### config.mk
export PLATFORM = sky130hd
export DESIGN_NAME = alu_mdu
export DESIGN_NICKNAME = d
export VERILOG_FILES = /design/src/rtl/alu_mdu.sv
export SDC_FILE = /design/constraint.sdc
export NUM_CORES = 2
export LEC_CHECK = 0
export ABC_AREA = 1
export CAP_MARGIN = 20
export CORE_MARGIN = 3
export CORE_UTILIZATION = 25
export CTS_BUF_LIST = sky130_fd_sc_hd__clkbuf_4
export CTS_CLUSTER_SIZE = 12
export DETAILED_ROUTE_END_ITERATION = 6
export GPL_ROUTABILITY_DRIVEN = 1
export SKIP_CTS_REPAIR_TIMING = 1
export SYNTH_ARGS = -nofsm -noshare
export SYNTH_HDL_FRONTEND = slang
export SYNTH_SLANG_ARGS = --single-unit
### constraint.sdc
create_clock -name clk -period 5.45 [get_ports clk]
set_input_delay 0.8175 -clock clk [delete_from_list [all_inputs] [get_ports clk]]
set_output_delay 0.8175 -clock clk [all_outputs]
set_load 0.01 [all_outputs]
### src/rtl/alu_mdu.sv
// alu_mdu: registered MIPS ALU with iterative shift-add multiply and restoring divide,
// valid/ready handshakes on both sides and flags captured on entry to DONE.
module alu_mdu #(
    parameter int WIDTH = 32
) (
    input  logic             clk,
    input  logic             rst_n,
    input  logic             in_valid,
    output logic             in_ready,
    input  logic [3:0]       op,
    input  logic [WIDTH-1:0] a,
    input  logic [WIDTH-1:0] b,
    output logic             out_valid,
    input  logic             out_ready,
    output logic [WIDTH-1:0] result,
    output logic [WIDTH-1:0] result_hi,
    output logic             zero,
    output logic             neg,
    output logic             eq,
    output logic             lt,
    output logic             div_zero
);
    localparam int SHW = $clog2(WIDTH);

    typedef enum logic [1:0] {IDLE, BUSY, DONE} state_t;

    state_t st;
    logic [SHW:0] cnt;
    logic [3:0] opr;
    logic [WIDTH-1:0] ar, br, hi, lo, alu, ma, mb, hi_n, lo_n, quo, rem, fin_lo, fin_hi;
    logic [WIDTH:0] sum;
    logic [WIDTH+1:0] trial;
    logic [2*WIDTH-1:0] prod, prod_s;
    logic [SHW-1:0] sh;
    logic rdy, sgn, dz, acc;

    function automatic logic [WIDTH-1:0] mag(input logic [WIDTH-1:0] x, input logic s);
        return (s && x[WIDTH-1]) ? -x : x;
    endfunction

    // rdy keeps in_ready low while reset is held and until the first edge after release
    assign in_ready  = rdy && (st == IDLE || (st == DONE && out_ready));
    assign out_valid = (st == DONE);
    assign acc       = in_valid && in_ready;
    assign sh        = a[SHW-1:0];

    always_comb begin
        alu = '0;
        case (op)
            4'd0:  alu = a + b;
            4'd1:  alu = a - b;
            4'd2:  alu = a & b;
            4'd3:  alu = a | b;
            4'd4:  alu = a ^ b;
            4'd5:  alu = ~(a | b);
            4'd6:  alu = b << sh;
            4'd7:  alu = b >> sh;
            4'd8:  alu = $signed(b) >>> sh;
            4'd9:  alu = {b[WIDTH/2-1:0], {(WIDTH/2){1'b0}}};
            4'd10: alu = WIDTH'($signed(a) < $signed(b));
            4'd11: alu = WIDTH'(a < b);
            default: alu = '0;
        endcase
    end

    // one shift-add (MUL) or restoring-subtract (DIV) step on magnitudes, plus sign fix-up
    always_comb begin
        sgn    = ~opr[0];
        ma     = mag(ar, sgn);
        mb     = mag(br, sgn);
        sum    = {1'b0, hi} + (lo[0] ? {1'b0, ma} : '0);
        trial  = {1'b0, hi, lo[WIDTH-1]} - {2'b0, mb};
        hi_n   = opr[1] ? (trial[WIDTH+1] ? {hi[WIDTH-2:0], lo[WIDTH-1]} : trial[WIDTH-1:0]) : sum[WIDTH:1];
        lo_n   = opr[1] ? {lo[WIDTH-2:0], ~trial[WIDTH+1]} : {sum[0], lo[WIDTH-1:1]};
        prod   = {hi_n, lo_n};
        prod_s = (sgn && (ar[WIDTH-1] ^ br[WIDTH-1])) ? -prod : prod;
        quo    = (sgn && (ar[WIDTH-1] ^ br[WIDTH-1])) ? -lo_n : lo_n;
        rem    = (sgn && ar[WIDTH-1]) ? -hi_n : hi_n;
        dz     = opr[1] && (br == '0);
        fin_lo = opr[1] ? (dz ? '1 : quo) : prod_s[WIDTH-1:0];
        fin_hi = opr[1] ? (dz ? ar : rem) : prod_s[2*WIDTH-1:WIDTH];
    end

    always_ff @(posedge clk or negedge rst_n) begin
        if (!rst_n) begin
            st        <= IDLE;
            rdy       <= 1'b0;
            cnt       <= '0;
            opr       <= '0;
            ar        <= '0;
            br        <= '0;
            hi        <= '0;
            lo        <= '0;
            result    <= '0;
            result_hi <= '0;
            zero      <= 1'b0;
            neg       <= 1'b0;
            eq        <= 1'b0;
            lt        <= 1'b0;
            div_zero  <= 1'b0;
        end else begin
            rdy <= 1'b1;
            if (acc) begin
                opr <= op;
                ar  <= a;
                br  <= b;
                if (op[3:2] == 2'b11) begin
                    st  <= BUSY;
                    cnt <= (SHW+1)'(WIDTH);
                    hi  <= '0;
                    lo  <= op[1] ? mag(a, ~op[0]) : mag(b, ~op[0]);
                end else begin
                    st        <= DONE;
                    result    <= alu;
                    result_hi <= '0;
                    zero      <= (alu == '0);
                    neg       <= alu[WIDTH-1];
                    eq        <= (a == b);
                    lt        <= $signed(a) < $signed(b);
                    div_zero  <= 1'b0;
                end
            end else if (st == BUSY) begin
                hi  <= hi_n;
                lo  <= lo_n;
                cnt <= cnt - 1'b1;
                if (cnt == (SHW+1)'(1)) begin
                    st        <= DONE;
                    result    <= fin_lo;
                    result_hi <= fin_hi;
                    zero      <= (fin_lo == '0);
                    neg       <= fin_lo[WIDTH-1];
                    eq        <= (ar == br);
                    lt        <= $signed(ar) < $signed(br);
                    div_zero  <= dz;
                end
            end else if (st == DONE && out_ready) begin
                st <= IDLE;
            end
        end
    end
endmodule

Yosys cells after proc, flatten, opt, wreduce, memory -nomap -nowiden --
Cells that the tools add are included.
Cells by class: $add $sub $neg 12, $lt $le $gt $ge 3, equality and inequality tests 20, shift-type cells 3, mux-type cells 59, bitwise operators 8, reduce and logical (&&, ||, !) cells 21
Operators by type and width (number):
- $mux 32 | 29
- $pmux 32 s12 | 1
- $neg 32->32 | 6
- $logic_not 32->1 | 3
- $lt 32x32->1 | 3
- $eq 32x32->1 | 2
- $mux 64 | 1
- $neg 64->64 | 1
- $sub 33x32->34 | 1
- $add 32x32->33 | 1
- $add 32x32->32 | 1
- $and 32x32->32 | 1
- $not 32->32 | 1
- $or 32x32->32 | 1
- $shl 32x5->32 | 1
- $shr 32x5->32 | 1
- $sshr 32x5->32 | 1
- $sub 32x32->32 | 1
- $xor 32x32->32 | 1
- $mux 1 | 20
- $mux 6 | 3
- $eq 4x3->1 const B | 4
- $eq 4x4->1 const B | 4
- $mux 2 | 5
- other kinds (19) | 33
Word-level totals: register bits 208, logic and storage cells 141

Longest topological paths before layout --
depth in word-level cells 14, gate-level depth with buffers 39, gate-level depth less buffers 39

Worst setup path before layout --
Ideal clock, no wire load.
path kind register -> register, from register br[0], to register result_hi[10], arrival time 4.707 ns, required time 5.334 ns, path slack 0.627 ns, cell stages (with the launch flop) 37, buffers on the path 1, period minus slack after synthesis 4.823 ns, cells stage by stage dfrtp_1 > inv_1 > nand3_1 > nor3_1 > inv_1 > nor3_1 > nand3_1 > nor2_1 > nand2_1 > nor3_1 > nand2_1 > nor3_1 > nor2_1 > nor2_2 > o21ai_0 > a21oi_1 > xor2_1 > ha_1 > nand2_2 > nor3b_2 > nand2_2 > a21oi_4 > nor2_8 > nand2_4 > buf_6 > nand3_1 > nand3_2 > ha_1 > nand3_1 > o21ai_2 > o21ai_0 > nand2_1 > nand2_1 > o21ai_0 > inv_1 > nand2_1 > nand2_1
On the way: word-level cells in the longest chain between the ends 12, elaborated cells on any way between the ends 18, classes of those cells add/sub (4); mux (11); bitwise (1); reduce/logical (2)
RTL lines:
- from (decl) | RTL line 30 | logic [WIDTH-1:0] ar, br, hi, lo, alu, ma, mb, hi_n, lo_n, quo, rem, fin_lo, fin_hi;
- from (signal assigned) | RTL line 91 | br <= '0;
- from (signal assigned) | RTL line 106 | br <= b;
- $neg 32->32 | RTL line 38 | return (s && x[WIDTH-1]) ? -x : x;
- $mux 32 | RTL line 38
- $sub 33x32->34 | RTL line 72 | trial = {1'b0, hi, lo[WIDTH-1]} - {2'b0, mb};
- $mux 32 (2 in a row) | RTL line 73 | hi_n = opr[1] ? (trial[WIDTH+1] ? {hi[WIDTH-2:0], lo[WIDTH-1]} : trial[WIDTH-1:0]) : sum[WIDTH:1];
- $neg 32->32 | RTL line 78 | rem = (sgn && ar[WIDTH-1]) ? -hi_n : hi_n;
- $mux 32 | RTL line 78
- $mux 32 | RTL line 81 | fin_hi = opr[1] ? (dz ? ar : rem) : prod_s[2*WIDTH-1:WIDTH];
- $mux 32 * | RTL line 81
- $mux 32 * | RTL line 126 | if (cnt == (SHW+1)'(1)) begin
- $mux 32 * | RTL line 122 | end else if (st == BUSY) begin
- $mux 32 * | RTL line 103 | if (acc) begin
- to (signal assigned) | RTL line 129 | result_hi <= fin_hi;
- to (decl) | RTL line 16 | output logic [WIDTH-1:0] result_hi,
Every way passes the cells marked *; elsewhere a longest branch is shown, timed or not. The select of a mux whose other input is x is not followed. A chain may end at the register's enable or synchronous reset.

Worst setup path in the final report --
from register br[0], to register result_hi[25]
Same word-level chain as after synthesis.

==> metrics.cfg <==
[placed_design]
numPortBuffers=142
final_hpwl_from_detailed_placement_um=156700
gp_congestion=1.100

[critical_path]
launching_point_of_the_worst_reg2reg_path=br[0]$_DFFE_PN0P_
slowest_delay_ns=0.38
setup_crit_end=result_hi[25]$_DFFE_PN0P_
worstRegToRegCells=33
crit_path_max_fanout=6
worst_setup_path_end_kind=flip-flop
crit_path_top_delay_cell=sky130_fd_sc_hd__dfrtp_1
startpoint=br[0]$_DFFE_PN0P_
critical_path.reg2reg.endpoint=result_hi[25]$_DFFE_PN0P_
kind_of_critical_path=flip-flop to flip-flop
critical_path.startpoint_type=flip-flop
worst-endpoint-arrival_ns=5.91
r2r_slack_ns=0.22
critical-path-top-cell-by-count=sky130_fd_sc_hd__nand2_1
worstPathRequired_ns=6.13

[synth]
netlist_area_before_placement_um2=31290
synth.avg_cell_area_um2=5.586
ys_seq_area_frac=0.1655
most_used_dff_post_synth=sky130_fd_sc_hd__dfrtp_1
synth_async_sr_flop_share=1.000
synth_seq_cells=207
mappedNetlistNets=5877
netlist-cell-type-count=70
syn_inst=5602
synthesis.yosys.warnings=0
synth_enable_flop_cells=0

[sta]
fmaxAchievable_ghz=0.1913
finalMaxSlewViolations=0
timing.final.crit_share=0.9591
tightestPinTransition_ns=1.076
final-setup-viol-count=0
final-hold-violation-count=0
rsz0062_at_grt=yes
fin_crit_ns=5.227
worst_clock_skew_ns=0.1125
setup_tns_ns=0
slew_margin_rel=0.2808

[detailed_routing]
num_vias=41383
detail_route.drc_violations=0
wl_um=190700
drt_pre_antenna_iters=7
routed_via_density=5.314
ant_nets=0
detailed_route_iter0_violations=5100
routedWlPerCell_um=24.49

[clock_tree]
clockRootBuffer=sky130_fd_sc_hd__clkbuf_4
tritoncts.num_buffers=61
cts_htree_levels=2
worstSkewPairLatency_ns=0.86
clk_transition_reported_paths_ns=0.08
tritoncts_num_sinks=207
cts-root-to-sink-buffers=3
cts_tree=done

[pwr]
p_per_cell_area_nw_per_um2=119.9
pwr-share-comb=0.363
seq_power_share=0.329
power_switching_share=0.4165
totalPowerFinal_mw=4.673
max-vdd-ir-drop_mv=0.1091
internal-power_mw=2.727
p_clk_frac=0.308
p_switching_mw=1.946
pleak_nw=19.33

[finish]
final_layout_size_suffix_gt1_frac=0.1338
layout-area-overhead-vs-synth_pct=24.52
finish.net_count=6377
layout_filler_cell_count=14146
layout.area.seq_um2=5184
layout.cells.most_common_list=1662 x sky130_fd_sc_hd__nand2_1, 654 x sky130_fd_sc_hd__inv_1, 541 x sky130_fd_sc_hd__nor2_1
mostFrequentLayoutCell=sky130_fd_sc_hd__nand2_1
footprint_of_the_multi_input_gates_um2=23150

[grt]
first_global_vias=38540
global_route_usage_over_all_layers=0.2813
global_route_wire_length_before_repair_um=269000
initial_antenna_violation_count=13
gr-total-overflow=0
maximum_number_of_pins_on_one_net_before_global_route_repair=209

[floorplanning]
die_w_um=359.8
std_cell_rows=129
pin_count=143
die_area_um2=129400
die_height_um=359.8
core_um2=124000
start_util=0.2524

[run]
timing.max_cap.violations=0

[hold_path]
min_path_type=input port to async pin

[run_status]
status=completed

[metal layers]
layer  vias to the layer above  wire length (µm)  track usage  part of all wire
met2                      2192             82630       0.4443              0.43
li1                      19510                 -            -                 -
met4                         6             16650       0.1960             0.087
met5                         -                26            0           0.00014
met3                       528             15660      0.04461             0.082
met1                     19147             75730       0.3508              0.40
[registers in the layout (all words and copies together), names as in the netlist, 2 cells and up]
name and flops:
cnt 6, opr 2, st 2, ar 32, hi 32, lo 32, result_hi 32, result 32
br 32
[how the worst min path moves through the flow]
stage | from | end | slack (ns) | cells after the start
after floorplan | br[1]$_DFFE_PN0P_ | br[1]$_DFFE_PN0P_ | 0.45 | 2
after global placement | result[6]$_DFFE_PN0P_ | result[6]$_DFFE_PN0P_ | 0.47 | 2
after detailed placement | result[28]$_DFFE_PN0P_ | result[28]$_DFFE_PN0P_ | 0.47 | 2
after CTS | rst_n | ar[24]$_DFFE_PN0P_ | 0.02 | 1
after global routing | rst_n | ar[24]$_DFFE_PN0P_ | 0.07 | 1
final | rst_n | ar[24]$_DFFE_PN0P_ | 0.08 | 1
[logic make-up (layout without fill, tap and decap cells)]
| kind of cell | count (synthesis) | after routing | synth area share |
|---|---|---|---|
| xor gates and xnor gates | 54 | 54 | 0.01512 |
| other | 1 | 10 | 0.0001198 |
| buffers and inverters | 890 | 1430 | 0.1111 |
| and+or+nand+nor | 3077 | 3077 | 0.4203 |
| muxes | 7 | 7 | 0.002239 |
| AOI/OAI and AO/OA | 1163 | 1163 | 0.2035 |
| adders and majority gates | 203 | 203 | 0.08213 |
| DFF | 207 | 207 | 0.1655 |
[synthesized netlist by cell type (14+ instances only)]
master	number	area, µm²
sky130_fd_sc_hd__a21oi_1	410	2052
sky130_fd_sc_hd__a221oi_1	14	122.6
sky130_fd_sc_hd__a31oi_1	15	93.84
sky130_fd_sc_hd__buf_1	24	90.09
sky130_fd_sc_hd__buf_2	36	180.2
sky130_fd_sc_hd__clkbuf_1	139	521.8
sky130_fd_sc_hd__dfrtp_1	207	5180
sky130_fd_sc_hd__ha_1	199	2490
sky130_fd_sc_hd__inv_1	656	2462
sky130_fd_sc_hd__inv_2	14	52.55
sky130_fd_sc_hd__nand2_1	1676	6291
sky130_fd_sc_hd__nand2_2	17	106.4
sky130_fd_sc_hd__nand3_1	508	2542
sky130_fd_sc_hd__nand3_2	14	140.1
sky130_fd_sc_hd__nand4_1	76	475.5
sky130_fd_sc_hd__nor2_1	574	2155
sky130_fd_sc_hd__nor2_2	28	175.2
sky130_fd_sc_hd__nor3_1	94	470.5
sky130_fd_sc_hd__nor4_1	18	112.6
sky130_fd_sc_hd__o211ai_1	46	345.3
sky130_fd_sc_hd__o21a_1	14	105.1
sky130_fd_sc_hd__o21ai_0	533	2668
sky130_fd_sc_hd__o21ai_1	22	110.1
sky130_fd_sc_hd__o21bai_1	19	142.6
sky130_fd_sc_hd__o22ai_1	20	125.1
sky130_fd_sc_hd__xor2_1	54	473.0
[area by class of cell]
class | instances | area share
clock buffers | 81 | 0.01561
multi-input cells | 4505 | 0.5941
inverters | 677 | 0.06522
repair buffers | 650 | 0.1359
flip-flops and latches | 207 | 0.1330
clock inverters | 22 | 0.002922
diodes | 9 | 0.0005780
well taps | 1637 | 0.05257
[per-stage QoR]
| step | cell area [µm²] | std cells | setup slack (ns) | hold slack [ns] | utilization |
|---|---|---|---|---|---|
| 2_1_floorplan | 31290 | 5602 | 0.6265 | 0.4530 | - |
| 4_1_cts | 38340 | 7762 | -0.06197 | 0.01923 | 0.3093 |
| 5_1_grt | 38950 | 7782 | -0.1226 | 0.06650 | 0.3142 |
| 3_5_place_dp | 37620 | 7659 | -0.09305 | 0.4685 | 0.3035 |
| 6_report | 38960 | 7788 | 0.2228 | 0.07975 | 0.3143 |
| 3_3_place_gp | 37610 | 7658 | 0.01902 | 0.4686 | 0.3034 |
[power groups by stage]
stage / combinational (mW) / sequential [mW] / clock (mW)
after detailed placement: 1.63 / 1.57 / 0
after global routing: 1.77 / 1.54 / 1.56
final: 1.70 / 1.54 / 1.44
after CTS: 1.64 / 1.54 / 1.49
after global placement: 1.64 / 1.57 / 0
after floorplan: 0.732 / 1.57 / 0
[worst max-delay path: cells and delay by family, from the launching register on]
kind                     cells  cell delay [ns]
XOR/XNOR                     1             0.19
buffers and inverters        2             0.16
AO/OA/AOI/OAI                3             0.37
AND/OR/NAND/NOR             25             3.53
adder cells (fa/ha/maj)      2             0.53
flip-flops                   1             0.38
(Power assumes the default switching activity.)
